==> src/rtl/hsi_mse_pkg.sv <==
// Shared constants and pipeline sideband type for the HSI MSE datapath.
package hsi_mse_pkg;

   localparam int unsigned HM_DATA_WIDTH     = 8;
   localparam int unsigned HM_DATA_WIDTH_MUL = 2 * HM_DATA_WIDTH;
   localparam int unsigned HM_DATA_WIDTH_ACC = 24;
   localparam int unsigned HM_PAR_ELEMS      = 4;
   localparam int unsigned HM_COUNT_WIDTH    = 8;
   // Wide enough to hold a popcount of up to 16 lanes.
   localparam int unsigned HM_LANE_CNT_WIDTH = 5;

   // Per-beat control that travels alongside the lane data through the pipeline.
   typedef struct packed {
      logic                         valid;
      logic                         last;
      logic                         init_en;
      logic [HM_DATA_WIDTH_ACC-1:0] init_acc;
      logic [HM_LANE_CNT_WIDTH-1:0] lane_cnt;
   } beat_sb_t;

   function automatic logic [HM_LANE_CNT_WIDTH-1:0] popcount16(input logic [15:0] bits);
      logic [HM_LANE_CNT_WIDTH-1:0] cnt;
      cnt = '0;
      for (int i = 0; i < 16; i++) begin
         cnt = cnt + HM_LANE_CNT_WIDTH'(bits[i]);
      end
      return cnt;
   endfunction

endpackage

==> src/rtl/sq_df_acc_par_if.sv <==
// Beat input / running-result output bundle of the parallel squared-difference accumulator.
interface sq_df_acc_par_if
   import hsi_mse_pkg::*;
#(
   parameter int unsigned DATA_WIDTH     = HM_DATA_WIDTH,
   parameter int unsigned DATA_WIDTH_ACC = HM_DATA_WIDTH_ACC,
   parameter int unsigned PAR_ELEMS      = HM_PAR_ELEMS,
   parameter int unsigned COUNT_WIDTH    = HM_COUNT_WIDTH
) ();

   logic                            clear;
   logic                            data_in_valid;
   logic                            data_in_last;
   logic                            initial_acc_en;
   logic [DATA_WIDTH_ACC-1:0]       initial_acc;
   logic [PAR_ELEMS-1:0]            lane_mask;
   logic [PAR_ELEMS*DATA_WIDTH-1:0] data_in_v1;
   logic [PAR_ELEMS*DATA_WIDTH-1:0] data_in_v2;

   logic                            data_out_valid;
   logic [DATA_WIDTH_ACC-1:0]       data_out;
   logic                            data_out_last;
   logic [COUNT_WIDTH-1:0]          data_out_count;
   logic                            overflow;

   modport master (
      output clear, data_in_valid, data_in_last, initial_acc_en, initial_acc, lane_mask,
             data_in_v1, data_in_v2,
      input  data_out_valid, data_out, data_out_last, data_out_count, overflow
   );

   modport slave (
      input  clear, data_in_valid, data_in_last, initial_acc_en, initial_acc, lane_mask,
             data_in_v1, data_in_v2,
      output data_out_valid, data_out, data_out_last, data_out_count, overflow
   );

endinterface

==> src/rtl/sq_df_lane.sv <==
// One lane: registered masked |v1-v2| followed by a registered square.
module sq_df_lane
   import hsi_mse_pkg::*;
#(
   parameter int unsigned DATA_WIDTH     = HM_DATA_WIDTH,
   parameter int unsigned DATA_WIDTH_MUL = HM_DATA_WIDTH_MUL
) (
   input  logic                      clk,
   input  logic                      rst_n,
   input  logic                      mask,
   input  logic [DATA_WIDTH-1:0]     v1,
   input  logic [DATA_WIDTH-1:0]     v2,
   output logic [DATA_WIDTH_MUL-1:0] sq
);

   logic [DATA_WIDTH-1:0]     diff_q;
   logic [DATA_WIDTH_MUL-1:0] sq_q;

   // S1: absolute difference; a masked lane contributes zero.
   always_ff @(posedge clk or negedge rst_n) begin
      if (!rst_n) begin
         diff_q <= '0;
      end else if (!mask) begin
         diff_q <= '0;
      end else if (v1 >= v2) begin
         diff_q <= v1 - v2;
      end else begin
         diff_q <= v2 - v1;
      end
   end

   // S2: square of the registered difference.
   always_ff @(posedge clk or negedge rst_n) begin
      if (!rst_n) begin
         sq_q <= '0;
      end else begin
         sq_q <= DATA_WIDTH_MUL'(diff_q) * DATA_WIDTH_MUL'(diff_q);
      end
   end

   assign sq = sq_q;

endmodule

==> src/rtl/sq_df_acc_par.sv <==
// Multi-lane squared-difference accumulator: lanes -> registered adder tree -> per-vector acc.
module sq_df_acc_par
   import hsi_mse_pkg::*;
#(
   parameter int unsigned DATA_WIDTH     = HM_DATA_WIDTH,
   parameter int unsigned DATA_WIDTH_MUL = HM_DATA_WIDTH_MUL,
   parameter int unsigned DATA_WIDTH_ACC = HM_DATA_WIDTH_ACC,
   parameter int unsigned PAR_ELEMS      = HM_PAR_ELEMS,
   parameter int unsigned COUNT_WIDTH    = HM_COUNT_WIDTH,
   parameter bit          SATURATE       = 1'b1
) (
   input logic            clk,
   input logic            rst_n,
   sq_df_acc_par_if.slave bus
);

   localparam int unsigned LEVELS     = $clog2(PAR_ELEMS);
   localparam int unsigned TREE_WIDTH = DATA_WIDTH_MUL + LEVELS;
   localparam int unsigned SUM_WIDTH  = DATA_WIDTH_ACC + 1;
   // Sideband depth matches S1, S2 and every tree level.
   localparam int unsigned SB_DEPTH   = 2 + LEVELS;
   // Heap-ordered tree: node n has children 2n+1 and 2n+2; leaves start at PAR_ELEMS-1.
   localparam int unsigned NODES      = 2 * PAR_ELEMS - 1;

   logic [DATA_WIDTH_MUL-1:0] sq       [PAR_ELEMS];
   logic [TREE_WIDTH-1:0]     node_q   [PAR_ELEMS];
   logic [TREE_WIDTH-1:0]     node_all [NODES];

   beat_sb_t sb_in;
   beat_sb_t sb_q [SB_DEPTH];
   beat_sb_t tail;

   logic                      valid_q;
   logic                      last_q;
   logic [DATA_WIDTH_ACC-1:0] acc_q;
   logic [COUNT_WIDTH-1:0]    cnt_q;
   logic                      ovf_q;
   // Set while a vector is open, i.e. the next valid beat continues it.
   logic                      in_vec_q;

   logic [DATA_WIDTH_ACC-1:0] base;
   logic [SUM_WIDTH-1:0]      sum_ext;
   logic                      carry;
   logic [DATA_WIDTH_ACC-1:0] acc_next;
   logic [COUNT_WIDTH-1:0]    cnt_next;
   logic                      ovf_next;

   for (genvar i = 0; i < PAR_ELEMS; i++) begin : g_lane
      sq_df_lane #(
         .DATA_WIDTH     (DATA_WIDTH),
         .DATA_WIDTH_MUL (DATA_WIDTH_MUL)
      ) u_lane (
         .clk   (clk),
         .rst_n (rst_n),
         .mask  (bus.lane_mask[i]),
         .v1    (bus.data_in_v1[i*DATA_WIDTH +: DATA_WIDTH]),
         .v2    (bus.data_in_v2[i*DATA_WIDTH +: DATA_WIDTH]),
         .sq    (sq[i])
      );
   end

   // Flat view of the tree: registered internal nodes followed by the lane squares.
   always_comb begin
      for (int n = 0; n < NODES; n++) begin
         node_all[n] = '0;
      end
      for (int n = 0; n < PAR_ELEMS - 1; n++) begin
         node_all[n] = node_q[n];
      end
      for (int i = 0; i < PAR_ELEMS; i++) begin
         node_all[PAR_ELEMS - 1 + i] = TREE_WIDTH'(sq[i]);
      end
   end

   // Adder tree, one register per level; node_all[0] is the beat sum after LEVELS cycles.
   always_ff @(posedge clk or negedge rst_n) begin
      if (!rst_n) begin
         for (int n = 0; n < PAR_ELEMS; n++) begin
            node_q[n] <= '0;
         end
      end else begin
         for (int n = 0; n < PAR_ELEMS - 1; n++) begin
            node_q[n] <= node_all[2*n + 1] + node_all[2*n + 2];
         end
      end
   end

   // Sideband for the incoming beat; control inputs only matter when the beat is valid.
   always_comb begin
      sb_in       = '0;
      sb_in.valid = bus.data_in_valid;
      if (bus.data_in_valid) begin
         sb_in.last     = bus.data_in_last;
         sb_in.init_en  = bus.initial_acc_en;
         sb_in.init_acc = HM_DATA_WIDTH_ACC'(bus.initial_acc);
         sb_in.lane_cnt = popcount16(16'(bus.lane_mask));
      end
   end

   // Sideband shift register aligned with the lane and tree stages; clear drops everything.
   always_ff @(posedge clk or negedge rst_n) begin
      if (!rst_n) begin
         for (int k = 0; k < SB_DEPTH; k++) begin
            sb_q[k] <= '0;
         end
      end else if (bus.clear) begin
         for (int k = 0; k < SB_DEPTH; k++) begin
            sb_q[k] <= '0;
         end
      end else begin
         sb_q[0] <= sb_in;
         for (int k = 1; k < SB_DEPTH; k++) begin
            sb_q[k] <= sb_q[k-1];
         end
      end
   end

   assign tail = sb_q[SB_DEPTH-1];

   // Next accumulator state: seed on a vector start, carry-out flags overflow.
   always_comb begin
      if (in_vec_q) begin
         base = acc_q;
      end else if (tail.init_en) begin
         base = DATA_WIDTH_ACC'(tail.init_acc);
      end else begin
         base = '0;
      end
      sum_ext  = {1'b0, base} + SUM_WIDTH'(node_all[0]);
      carry    = sum_ext[DATA_WIDTH_ACC];
      acc_next = (carry && SATURATE) ? '1 : sum_ext[DATA_WIDTH_ACC-1:0];
      ovf_next = carry | (in_vec_q & ovf_q);
      cnt_next = (in_vec_q ? cnt_q : '0) + COUNT_WIDTH'(tail.lane_cnt);
   end

   // Accumulate stage; result registers hold their value through bubbles.
   always_ff @(posedge clk or negedge rst_n) begin
      if (!rst_n) begin
         valid_q  <= 1'b0;
         last_q   <= 1'b0;
         acc_q    <= '0;
         cnt_q    <= '0;
         ovf_q    <= 1'b0;
         in_vec_q <= 1'b0;
      end else if (bus.clear) begin
         valid_q  <= 1'b0;
         last_q   <= 1'b0;
         acc_q    <= '0;
         cnt_q    <= '0;
         ovf_q    <= 1'b0;
         in_vec_q <= 1'b0;
      end else begin
         valid_q <= tail.valid;
         last_q  <= tail.valid & tail.last;
         if (tail.valid) begin
            acc_q    <= acc_next;
            cnt_q    <= cnt_next;
            ovf_q    <= ovf_next;
            in_vec_q <= ~tail.last;
         end
      end
   end

   assign bus.data_out_valid = valid_q;
   assign bus.data_out       = acc_q;
   assign bus.data_out_last  = last_q;
   assign bus.data_out_count = cnt_q;
   assign bus.overflow       = ovf_q;

endmodule

==> src/flat_wrapper.sv <==
// flat-port wrapper written by rule: the top's interface ports become plain ports
module sq_df_acc_par_flat import hsi_mse_pkg::*;
#(
   parameter int unsigned DATA_WIDTH     = HM_DATA_WIDTH,
   parameter int unsigned DATA_WIDTH_MUL = HM_DATA_WIDTH_MUL,
   parameter int unsigned DATA_WIDTH_ACC = HM_DATA_WIDTH_ACC,
   parameter int unsigned PAR_ELEMS      = HM_PAR_ELEMS,
   parameter int unsigned COUNT_WIDTH    = HM_COUNT_WIDTH,
   parameter bit          SATURATE       = 1'b1
)
  (clk, rst_n, bus_clear, bus_data_in_valid, bus_data_in_last, bus_initial_acc_en, bus_initial_acc, bus_lane_mask, bus_data_in_v1, bus_data_in_v2, bus_data_out_valid, bus_data_out, bus_data_out_last, bus_data_out_count, bus_overflow);
  sq_df_acc_par_if #(.DATA_WIDTH(DATA_WIDTH), .DATA_WIDTH_ACC(DATA_WIDTH_ACC), .PAR_ELEMS(PAR_ELEMS), .COUNT_WIDTH(COUNT_WIDTH)) bus_i ();
  input logic clk;
  input logic rst_n;
  input wire logic [$bits(bus_i.clear)-1:0] bus_clear;
  input wire logic [$bits(bus_i.data_in_valid)-1:0] bus_data_in_valid;
  input wire logic [$bits(bus_i.data_in_last)-1:0] bus_data_in_last;
  input wire logic [$bits(bus_i.initial_acc_en)-1:0] bus_initial_acc_en;
  input wire logic [$bits(bus_i.initial_acc)-1:0] bus_initial_acc;
  input wire logic [$bits(bus_i.lane_mask)-1:0] bus_lane_mask;
  input wire logic [$bits(bus_i.data_in_v1)-1:0] bus_data_in_v1;
  input wire logic [$bits(bus_i.data_in_v2)-1:0] bus_data_in_v2;
  output wire logic [$bits(bus_i.data_out_valid)-1:0] bus_data_out_valid;
  output wire logic [$bits(bus_i.data_out)-1:0] bus_data_out;
  output wire logic [$bits(bus_i.data_out_last)-1:0] bus_data_out_last;
  output wire logic [$bits(bus_i.data_out_count)-1:0] bus_data_out_count;
  output wire logic [$bits(bus_i.overflow)-1:0] bus_overflow;
  assign bus_i.clear = bus_clear;
  assign bus_i.data_in_valid = bus_data_in_valid;
  assign bus_i.data_in_last = bus_data_in_last;
  assign bus_i.initial_acc_en = bus_initial_acc_en;
  assign bus_i.initial_acc = bus_initial_acc;
  assign bus_i.lane_mask = bus_lane_mask;
  assign bus_i.data_in_v1 = bus_data_in_v1;
  assign bus_i.data_in_v2 = bus_data_in_v2;
  assign bus_data_out_valid = bus_i.data_out_valid;
  assign bus_data_out = bus_i.data_out;
  assign bus_data_out_last = bus_i.data_out_last;
  assign bus_data_out_count = bus_i.data_out_count;
  assign bus_overflow = bus_i.overflow;
  sq_df_acc_par #(.DATA_WIDTH(DATA_WIDTH), .DATA_WIDTH_MUL(DATA_WIDTH_MUL), .DATA_WIDTH_ACC(DATA_WIDTH_ACC), .PAR_ELEMS(PAR_ELEMS), .COUNT_WIDTH(COUNT_WIDTH), .SATURATE(SATURATE)) u_core (.clk(clk), .rst_n(rst_n), .bus(bus_i));
endmodule
==> config.mk <==
export PLATFORM = sky130hd
export DESIGN_NAME = sq_df_acc_par_flat
export DESIGN_NICKNAME = d
export VERILOG_FILES = /design/src/rtl/hsi_mse_pkg.sv /design/src/rtl/sq_df_acc_par_if.sv /design/src/rtl/sq_df_lane.sv /design/src/rtl/sq_df_acc_par.sv /design/src/flat_wrapper.sv
export SDC_FILE = /design/constraint.sdc
export NUM_CORES = 1
export LEC_CHECK = 0
export ABC_AREA = 1
export BUFFER_PORTS_ARGS = -buffer_cell sky130_fd_sc_hd__buf_2
export CAP_MARGIN = 20
export CORE_ASPECT_RATIO = 1.5
export CORE_MARGIN = 3
export CORE_UTILIZATION = 41
export CTS_CLUSTER_SIZE = 12
export DETAILED_ROUTE_END_ITERATION = 8
export PLACE_DENSITY = 0.69
export SYNTH_ARGS = -nofsm -noshare
export SYNTH_HDL_FRONTEND = slang
export SYNTH_HIERARCHICAL = 1
export SYNTH_SLANG_ARGS = --single-unit
==> constraint.sdc <==
create_clock -name clk -period 4.25 [get_ports clk]
set_input_delay 0.85 -clock clk [delete_from_list [all_inputs] [get_ports clk]]
set_output_delay 0.85 -clock clk [all_outputs]
set_load 0.005 [all_outputs]
# Yosys cells after proc, flatten, opt, wreduce, memory -nomap -nowiden
# Cells that the tools add are included.
# totals
ff_bits,314
in_bits,98
output_inout_bits,35
elab_cells,90
# op_classes
add_sub_neg,16
n_mul,4
order_cmp,4
mux,24
bitwise_logic,4
reduce_logical,1
# ops
cell,n
two-way mux 128 bit,1
two-way mux 24 bit,5
two-way mux 8 bit,11
multiplier 8 x 8 -> 16 bit,4
subtractor 8 bit,8
adder 16 x 16 -> 17 bit,2
>= comparator 8 bit,4
two-way mux 31 bit,1
adder 24 x 18 -> 25 bit,1
adder 18 bit,1
adder 5 x 1 -> 5 bit,2
adder 8 x 5 -> 8 bit,1
two-way mux 1 bit,6
adder 1 x 1 -> 2 bit,1
AND 1 bit,2
nonzero test 2 bit,1
NOT 1 bit,1
OR 1 bit,1

# Logic depth before layout (Yosys ltp)
# Gate-level depths: netlist of the first run.
# logic_depth
word_depth,6
ltp_mapped,19
depth_no_buf,18

# By module
# Netlist of the first run, hierarchy kept.
# modules_own_cells
mod,n_inst,cells_each,area_each_um2,seq_area_each_um2
sq_df_acc_par,1,1337,11034.3,5205.0
sq_df_lane (u_core.g_lane[1].u_lane ...),3,438,3201.8,575.6
sq_df_lane (u_core.g_lane[0].u_lane),1,435,3219.3,575.6

# Worst setup path before layout of the first run
# No wires, ideal clock.
# synth_path
path_kind,flip-flop to flip-flop
from,register u_core.g_lane[0].u_lane.diff_q[2]
to,register u_core.g_lane[0].u_lane.sq_q[14]
setup_time_ns,0.117
arrival_time_ns,3.816
required_ns,4.133
setup_slack_ns,0.318
path_stages_with_launch,18
n_path_buf,1
period_less_slack_ns,3.932
path_cell_list,dfrtp_1 clkbuf_1 nand2_1 fa_1 inv_1 fa_1 fa_1 inv_1 fa_1 inv_1 ha_1 a21o_1 nor2_1 nand2_1 nand2_1 nand2_1 nand2_1 nand2_1
# synth_between
elab_chain_cells,1
# synth_lines
element,line_no,rtl
from (decl),sq_df_lane.sv:16,logic [DATA_WIDTH-1:0] diff_q;
from (signal assigned),sq_df_lane.sv:26,diff_q <= v1 - v2;
from (signal assigned),sq_df_lane.sv:28,diff_q <= v2 - v1;
multiplier 8 x 8 -> 16 bit,sq_df_lane.sv:37,sq_q <= DATA_WIDTH_MUL'(diff_q) * DATA_WIDTH_MUL'(diff_q);
to (signal assigned),sq_df_lane.sv:37,
to (decl),sq_df_lane.sv:17,logic [DATA_WIDTH_MUL-1:0] sq_q;
# Every way passes these cells.
# A chain may end at the register's enable or synchronous reset.

# Worst setup path after layout of the first run
# Ends and elaborated chain as after synthesis.

==> impl_metrics.py, run 1 <==
metrics = {
    "outcome": {
        "status": "finished, final reports clean",
    },
    "synth": {
        "yosysUniqueCellTypes": 48,
        "synth_fp_nets": 3547,
        "synth_fa_ha_area_share_pct": 22.6,
        "synth_area_per_cell_um2": 7.73,
        "synth_edf_count": 0,
        "syn_area_mm2": 0.0239,
        "synthFlopType": "dfrtp_1",
        "synth_cells": 3086,
        "ys_seq_area_share_pct": 31.5,
        "synth.area.mux_share_pct": 0,
        "yosys.area_share.simple_pct": 23.5,
        "async_flop_share_pct": 100,
        "ys_warn_count": 6,
        "synth_compound_area_share_pct": 6.91,
        "synth_xor_area_share_pct": 4.04,
        "synth_top_family_by_area": "simple AND/OR/NAND/NOR gates",
        "ys_seq_elements": 300,
    },
    "global_routing": {
        "overflow": 0,
        "gr-usage-all-layers_pct": 16.7,
        "grt_max_degree": 112,
        "grt_antenna_before_repair": 0,
        "grt_pass1_wl_um": 85700,
        "grt_pass1_vias": 18700,
    },
    "drt": {
        "drtPass1Iterations": 6,
        "final_antenna_net_count": 0,
        "vias": 18700,
        "wire_per_inst_um": 12.8,
        "drc": 0,
        "wl_um": 50700,
        "drt_iter0_drc": 748,
        "via_per_inst": 4.72,
    },
    "die": {
        "die-area_mm2": 0.0612,
        "die-width_um": 203,
        "rows": 107,
        "start_util_pct": 41.7,
        "ios": 133,
        "fp.coreArea_mm2": 0.0572,
        "die_h_um": 301,
    },
    "critical_path": {
        "cp_max_fo": 5,
        "worstSetupPathType": "reg -> reg",
        "critPathSlowestCell": "fa_1",
        "timing.critical_path.to": "u_core/g_lane[0].u_lane/sq[14]",
        "r2r_end": "u_core/g_lane[0].u_lane/sq[14]",
        "crit_path_start_kind": "flop",
        "startpoint": "u_core/g_lane[0].u_lane/diff_q[2]",
        "worst_ep_required_time_ns": 4.73,
        "path_cells": "nand2_1 -> fa_1 -> inv_1 -> fa_1 -> fa_1 -> inv_1 -> fa_1 -> inv_1 -> ha_1 -> a21o_1 -> nor2_1 -> nand2_1 -> nand2_1 -> nand2_1 -> nand2_1 -> nand2_1",
        "worstReg2RegStart": "u_core/g_lane[0].u_lane/diff_q[2]",
        "arrival_ns": 4.41,
        "critPathCaptureType": "flop",
        "regToRegSetupSlack_ns": 0.31,
        "cp_slowest_stage_delay_ns": 0.55,
        "cpMostUsedCell": "nand2_1",
        "reg2reg_depth": 16,
    },
    "final_layout": {
        "drive_above_1_share_pct": 8.48,
        "areaGrowthSynthToFinish_pct": 9.78,
        "fin_nets": 3649,
        "num-fill-cells": 5687,
        "instances_no_fill": 3969,
        "diodes": 0,
        "multi_input_area_mm2": 0.0136,
        "design_area_mm2": 0.0262,
        "regArea_mm2": 0.00751,
    },
    "timing": {
        "fin_worst_skew_ns": 0.0102,
        "drv_slew": 0,
        "setup_viol": 0,
        "post-route-period-util_pct": 92.6,
        "slew-limit-headroom_pct": 41.3,
        "fin_setup_tns_ns": 0,
        "min_period_ns": 3.94,
        "rsz0062_at_grt": "no",
        "tightestPinTransition_ns": 0.881,
        "hold_viol_final": 0,
        "fmaxAchievable_ghz": 0.254,
    },
    "place": {
        "dpl.hpwl_um": 40800,
        "dp_cells": 3918,
        "placed_area_mm2": 0.0252,
        "gp_congestion": 0.918,
        "port_buffers": 132,
    },
    "cts": {
        "numCtsBuffers": 31,
        "cts-root-buf": "clkbuf_16",
        "cts.path.max_buffers": 3,
        "cts.sinks": 300,
        "cts_tree": "built",
        "worstSkewPairLatency_ns": 0.58,
        "postCtsSetupBuffers": 0,
        "htree_levels": 1,
        "clk_pin_slew_worst_paths_ns": 0.06,
    },
    "pwr": {
        "leakagePower_nw": 15.3,
        "p_per_area_mw_per_mm2": 438,
        "power_mw": 11.5,
        "peakVddDrop_mv": 0.433,
    },
    "flow_run": {
        "maxCapViolCount": 0,
    },
    "worst_hold_path": {
        "hp-class": "in -> async",
    },
}
==> synth_stat cells, types with 12 or more instances <==
master,n,area (µm²)
o21ai_0,50,250
nand4_1,20,125
clkbuf_1,55,206
dfrtp_1,300,7510
nand3_2,27,270
or2_2,13,81.3
xnor2_1,36,315
nor2_1,307,1150
xor2_1,74,648
ha_1,249,3120
a22o_1,15,131
nand3_1,149,746
a21oi_1,143,716
o21ai_1,18,90.1
nand2_2,12,75.1
inv_1,615,2310
nor3_1,15,75.1
nand2_1,756,2840
fa_1,114,2280
==> routing by layer <==
layer | track usage, % | up-vias | routed length (µm)
li1 | - | 9638 | -
met1 | 18.1 | 8732 | 19700
met4 | 4.75 | 0 | 1320
met3 | 1.44 | 74 | 1470
met5 | 0 | - | 0
met2 | 34.1 | 281 | 28200
==> sequential cells by signal, summed over array words and instances, names as in the netlist <==
| signal | flops |
|---|---|
| u_core/sb_q | 120 |
| u_core/g_lane.u_lane/sq | 60 |
| u_core/node_all | 52 |
| u_core/g_lane.u_lane/diff_q | 32 |
| u_core/bus.data_out | 24 |
| u_core/bus.data_out_count | 8 |
| u_core/bus.data_out_last | 1 |
| u_core/bus.data_out_valid | 1 |
| u_core/bus.overflow | 1 |
| u_core/in_vec_q | 1 |
==> cells by family (layout without fill, tap and decap cells) <==
family,after synthesis,after routing
simple gates,1327,1327
buf+inv,698,818
fa+ha+maj,363,363
flops,300,300
compound gates,284,284
xor+xnor,110,110
other cells,4,4
==> cell usage in the layout, fill, tap and decap left out, types with 4 or more instances in the layout <==
| cell type | count |
|---|---|
| a211oi_1 | 4 |
| a21o_1 | 11 |
| a21oi_1 | 142 |
| a21oi_2 | 4 |
| a22o_1 | 15 |
| a31oi_1 | 8 |
| buf_2 | 130 |
| buf_4 | 14 |
| clkbuf_1 | 9 |
| clkbuf_16 | 31 |
| clkbuf_8 | 6 |
| conb_1 | 4 |
| dfrtp_1 | 300 |
| fa_1 | 114 |
| ha_1 | 249 |
| inv_1 | 615 |
| nand2_1 | 756 |
| nand2_2 | 12 |
| nand3_1 | 149 |
| nand3_2 | 27 |
| nand3b_1 | 7 |
| nand4_1 | 20 |
| nor2_1 | 307 |
| nor2_2 | 5 |
| nor2_4 | 6 |
| nor3_1 | 15 |
| o21a_1 | 8 |
| o21ai_0 | 50 |
| o21ai_1 | 18 |
| o21bai_1 | 4 |
| or2_2 | 13 |
| or2_4 | 4 |
| xnor2_1 | 36 |
| xor2_1 | 74 |
==> worst min path at each step <==
stage | from | end | slack (ns) | cells past startpoint
2_1_floorplan | u_core/g_lane[0].u_lane/diff_q[0] | u_core/g_lane[0].u_lane/sq[0] | 0.35 | 0
3_3_place_gp | u_core/sb_q[85] | u_core/sb_q[53] | 0.44 | 2
3_5_place_dp | u_core/sb_q[113] | u_core/sb_q[81] | 0.44 | 2
4_1_cts | rst_n | u_core/sb_q[55] | 0.34 | 1
5_1_grt | rst_n | u_core/sb_q[58] | 0.36 | 1
6_report | rst_n | u_core/sb_q[55] | 0.29 | 1
==> area by class of cell <==
cell class | count | share of cell area (%)
Clock buffer | 46 | 3.41
Clock inverter | 5 | 0.258
Inverter | 620 | 8.90
Multi-Input combinational cell | 2088 | 52.0
Sequential cell | 300 | 28.7
Tap cell | 763 | 3.64
Timing Repair Buffer | 147 | 3.10
==> metrics by stage <==
stage          hold slack (ns)  worst slack, ns  utilization [%]
4_1_cts                  0.343            0.303             45.8
6_report                 0.289            0.313             45.8
3_3_place_gp             0.436            0.339             44.1
2_1_floorplan            0.352            0.318                -
3_5_place_dp             0.443            0.307             44.1
5_1_grt                  0.359           0.0150             45.8
==> power by group <==
part | total (mW) | leakage (nW) | switching (mW) | internal [mW]
clock | 2.58 | 0.468 | 1.09 | 1.50
sequential | 3.74 | 3.95 | 0.349 | 3.39
combinational | 5.15 | 10.9 | 3.19 | 1.97
total | 11.5 | 15.3 | 4.62 | 6.85
==> worst max-delay path, delay by kind of cell, from the launching register on <==
family,cells,cell delay [ns]
simple gates,7,0.53
compound gates,1,0.19
flops,1,0.46
fa+ha+maj,5,2.47
buf+inv,3,0.16
==> timing repair <==
action / in CTS / in global routing
hold buffers: 0 / 0
setup endpoints to repair: 0 / 1
gates resized for setup: 0 / 1
No activity file was read; power rests on OpenSTA's default activity.
==> inputs of run 2 (changes only) <==
--- a/config.mk
+++ b/config.mk
@@ -10,10 +10,10 @@
 export CAP_MARGIN = 20
 export CORE_ASPECT_RATIO = 1.5
 export CORE_MARGIN = 3
-export CORE_UTILIZATION = 41
+export CORE_UTILIZATION = 55
 export CTS_CLUSTER_SIZE = 12
 export DETAILED_ROUTE_END_ITERATION = 8
-export PLACE_DENSITY = 0.69
+export PLACE_DENSITY = 0.85
 export SYNTH_ARGS = -nofsm -noshare
 export SYNTH_HDL_FRONTEND = slang
 export SYNTH_HIERARCHICAL = 1
==> run 2 against run 1 <==
Final cell count is 5.2% lower. Clock skew is 0.0012 ns higher. Highest routed layer unchanged. Non-clock buffer count is 4 lower. Sequential power hardly changed. Critical path type unchanged. Register-to-register slack worse by 0.12 ns. Largest power group unchanged. Power is 0.87% lower. Die area is 25% lower. Clock-buffer cell count is 9 lower. Critical endpoint unchanged.
==> impl_metrics.py, run 2 (synthesized netlist as in run 1, its figures left out) <==
metrics = {
    "outcome": {
        "status": "finished, final reports clean",
    },
    "global_routing": {
        "use_met3_pct": 2.22,
        "grt_max_degree": 124,
        "use_met1_pct": 21.8,
        "top_usage_layer": "met2",
        "gr-usage-all-layers_pct": 21.6,
        "overflow": 0,
        "grt_antenna_before_repair": 0,
        "grt_pass1_wl_um": 83200,
        "met2_usage_pct": 43.4,
        "grt_pass1_vias": 19300,
    },
    "critical_path": {
        "cpMostUsedCell": "nand2_1",
        "path_cells": "buf_4 -> nand2_1 -> inv_1 -> ha_1 -> or2_2 -> fa_1 -> fa_1 -> inv_1 -> fa_1 -> inv_1 -> ha_1 -> a21oi_1 -> nor2_1 -> nor2_1 -> nand2_1 -> nand2_1 -> nand2_1 -> nand2_1 -> nand2_1",
        "cp_slowest_stage_delay_ns": 0.53,
        "critPathCaptureType": "flop",
        "cp_max_fo": 6,
        "critPathSlowestCell": "fa_1",
        "arrival_ns": 4.52,
        "worstSetupPathType": "reg -> reg",
        "crit_path_start_kind": "flop",
        "worst_ep_required_time_ns": 4.72,
    },
    "final_layout": {
        "largest_reg_flops": 120,
        "drive_above_1_share_pct": 8.32,
        "areaGrowthSynthToFinish_pct": 8.23,
        "instances_no_fill": 3761,
        "final_cell_mix": "nand2_1, inv_1, nor2_1",
        "num-fill-cells": 3729,
        "regMostFlops": "u_core/sb_q",
        "final_common_cell": "nand2_1",
        "diodes": 0,
        "multi_input_area_mm2": 0.0136,
        "regArea_mm2": 0.00751,
        "design_area_mm2": 0.0258,
        "fin_nets": 3645,
        "fin_util_pct": 60.8,
    },
    "cts": {
        "numCtsBuffers": 31,
        "cts.path.max_buffers": 3,
        "clk_pin_slew_worst_paths_ns": 0.06,
        "postCtsHoldBufs": 0,
        "htree_levels": 1,
        "ctsResizeCount": 0,
        "postCtsSetupBuffers": 0,
        "cts-root-buf": "clkbuf_16",
        "cts_tree": "built",
        "worstSkewPairLatency_ns": 0.58,
        "cts.sinks": 300,
    },
    "die": {
        "ios": 133,
        "die-area_mm2": 0.0460,
        "die-width_um": 176,
        "fp.coreArea_mm2": 0.0425,
        "start_util_pct": 56.2,
        "rows": 92,
        "die_h_um": 261,
    },
    "timing": {
        "slew-limit-headroom_pct": 31.9,
        "fmaxAchievable_ghz": 0.247,
        "post-route-period-util_pct": 95.4,
        "hold_viol_final": 0,
        "fin_worst_skew_ns": 0.0114,
        "setup_viol": 0,
        "rsz0062_at_grt": "no",
        "fin_setup_tns_ns": 0,
        "fin_ws_ns": 0.194,
        "min_period_ns": 4.06,
        "tightestPinTransition_ns": 1.02,
        "drv_slew": 0,
        "holdWs_ns": 0.349,
    },
    "pwr": {
        "power_mw": 11.4,
        "p_per_area_mw_per_mm2": 441,
        "peakVddDrop_mv": 0.349,
        "leakagePower_nw": 15.2,
    },
    "drt": {
        "drtPass1Iterations": 6,
        "vias": 19100,
        "wl_um": 49200,
        "drc": 0,
        "drt_iter0_drc": 952,
        "final_antenna_net_count": 0,
        "wire_per_inst_um": 13.1,
        "via_per_inst": 5.09,
    },
    "place": {
        "dpl.hpwl_um": 39400,
        "dp_cells": 3715,
        "post-place-ws_ns": 0.240,
        "placed_area_mm2": 0.0249,
        "gp_congestion": 0.955,
        "port_buffers": 132,
    },
    "flow_run": {
        "maxCapViolCount": 0,
    },
    "worst_hold_path": {
        "hp-class": "in -> async",
    },
}
run 2: cell types whose count changed in the layout (fill, tap and decap cells not counted), sizes merged:
cell and change:
clkbuf -9, clkinv +3, buf -4, clkinvlp +1
run 2: report_power, final:
group / leakage (nW) / switching, mW / internal (mW)
combinational: 10.8 / 3.24 / 1.98
clock: 0.434 / 1.06 / 1.39
sequential: 3.95 / 0.326 / 3.39
total: 15.2 / 4.62 / 6.75
run 2: worst paths after layout:
path                                                   startpoint                        endpoint  slack [ns]  depth (start not counted)
worst max-delay path            u_core/g_lane[0].u_lane/diff_q[2]  u_core/g_lane[0].u_lane/sq[14]        0.19                         19
worst min-delay path                                        rst_n                u_core/sb_q[122]        0.35                          1
worst max register to register  u_core/g_lane[0].u_lane/diff_q[2]  u_core/g_lane[0].u_lane/sq[14]        0.19                         19
worst min register to register                    u_core/sb_q[84]                 u_core/sb_q[52]        0.45                          2
max in group asynchronous                                   rst_n            u_core/node_all[101]        2.97                          2
min in group clk                                  u_core/sb_q[84]                 u_core/sb_q[52]        0.45                          2
run 2: critical path, delay by kind of cell, from the launching register on:
kind            cells  cell delay, ns
compound gates      1            0.24
simple gates        9            0.90
flops               1            0.46
buf+inv             4            0.36
fa+ha+maj           5            2.01
run 2: layer usage:
| layer | up-vias | routed length (µm) | share of wire, % |
|---|---|---|---|
| met2 | 458 | 27100 | 55 |
| met1 | 8878 | 17600 | 36 |
| li1 | 9636 | - | - |
| met3 | 164 | 1830 | 3.7 |
| met5 | - | 0 | 0 |
| met4 | 0 | 2560 | 5.2 |
run 2: area by class of cell:
class	instances	share of cell area (%)
Clock buffer	37	3.13
Multi-Input combinational cell	2088	52.8
Clock inverter	9	0.305
Tap cell	564	2.73
Timing Repair Buffer	143	2.97
Inverter	620	9.02
Sequential cell	300	29.1
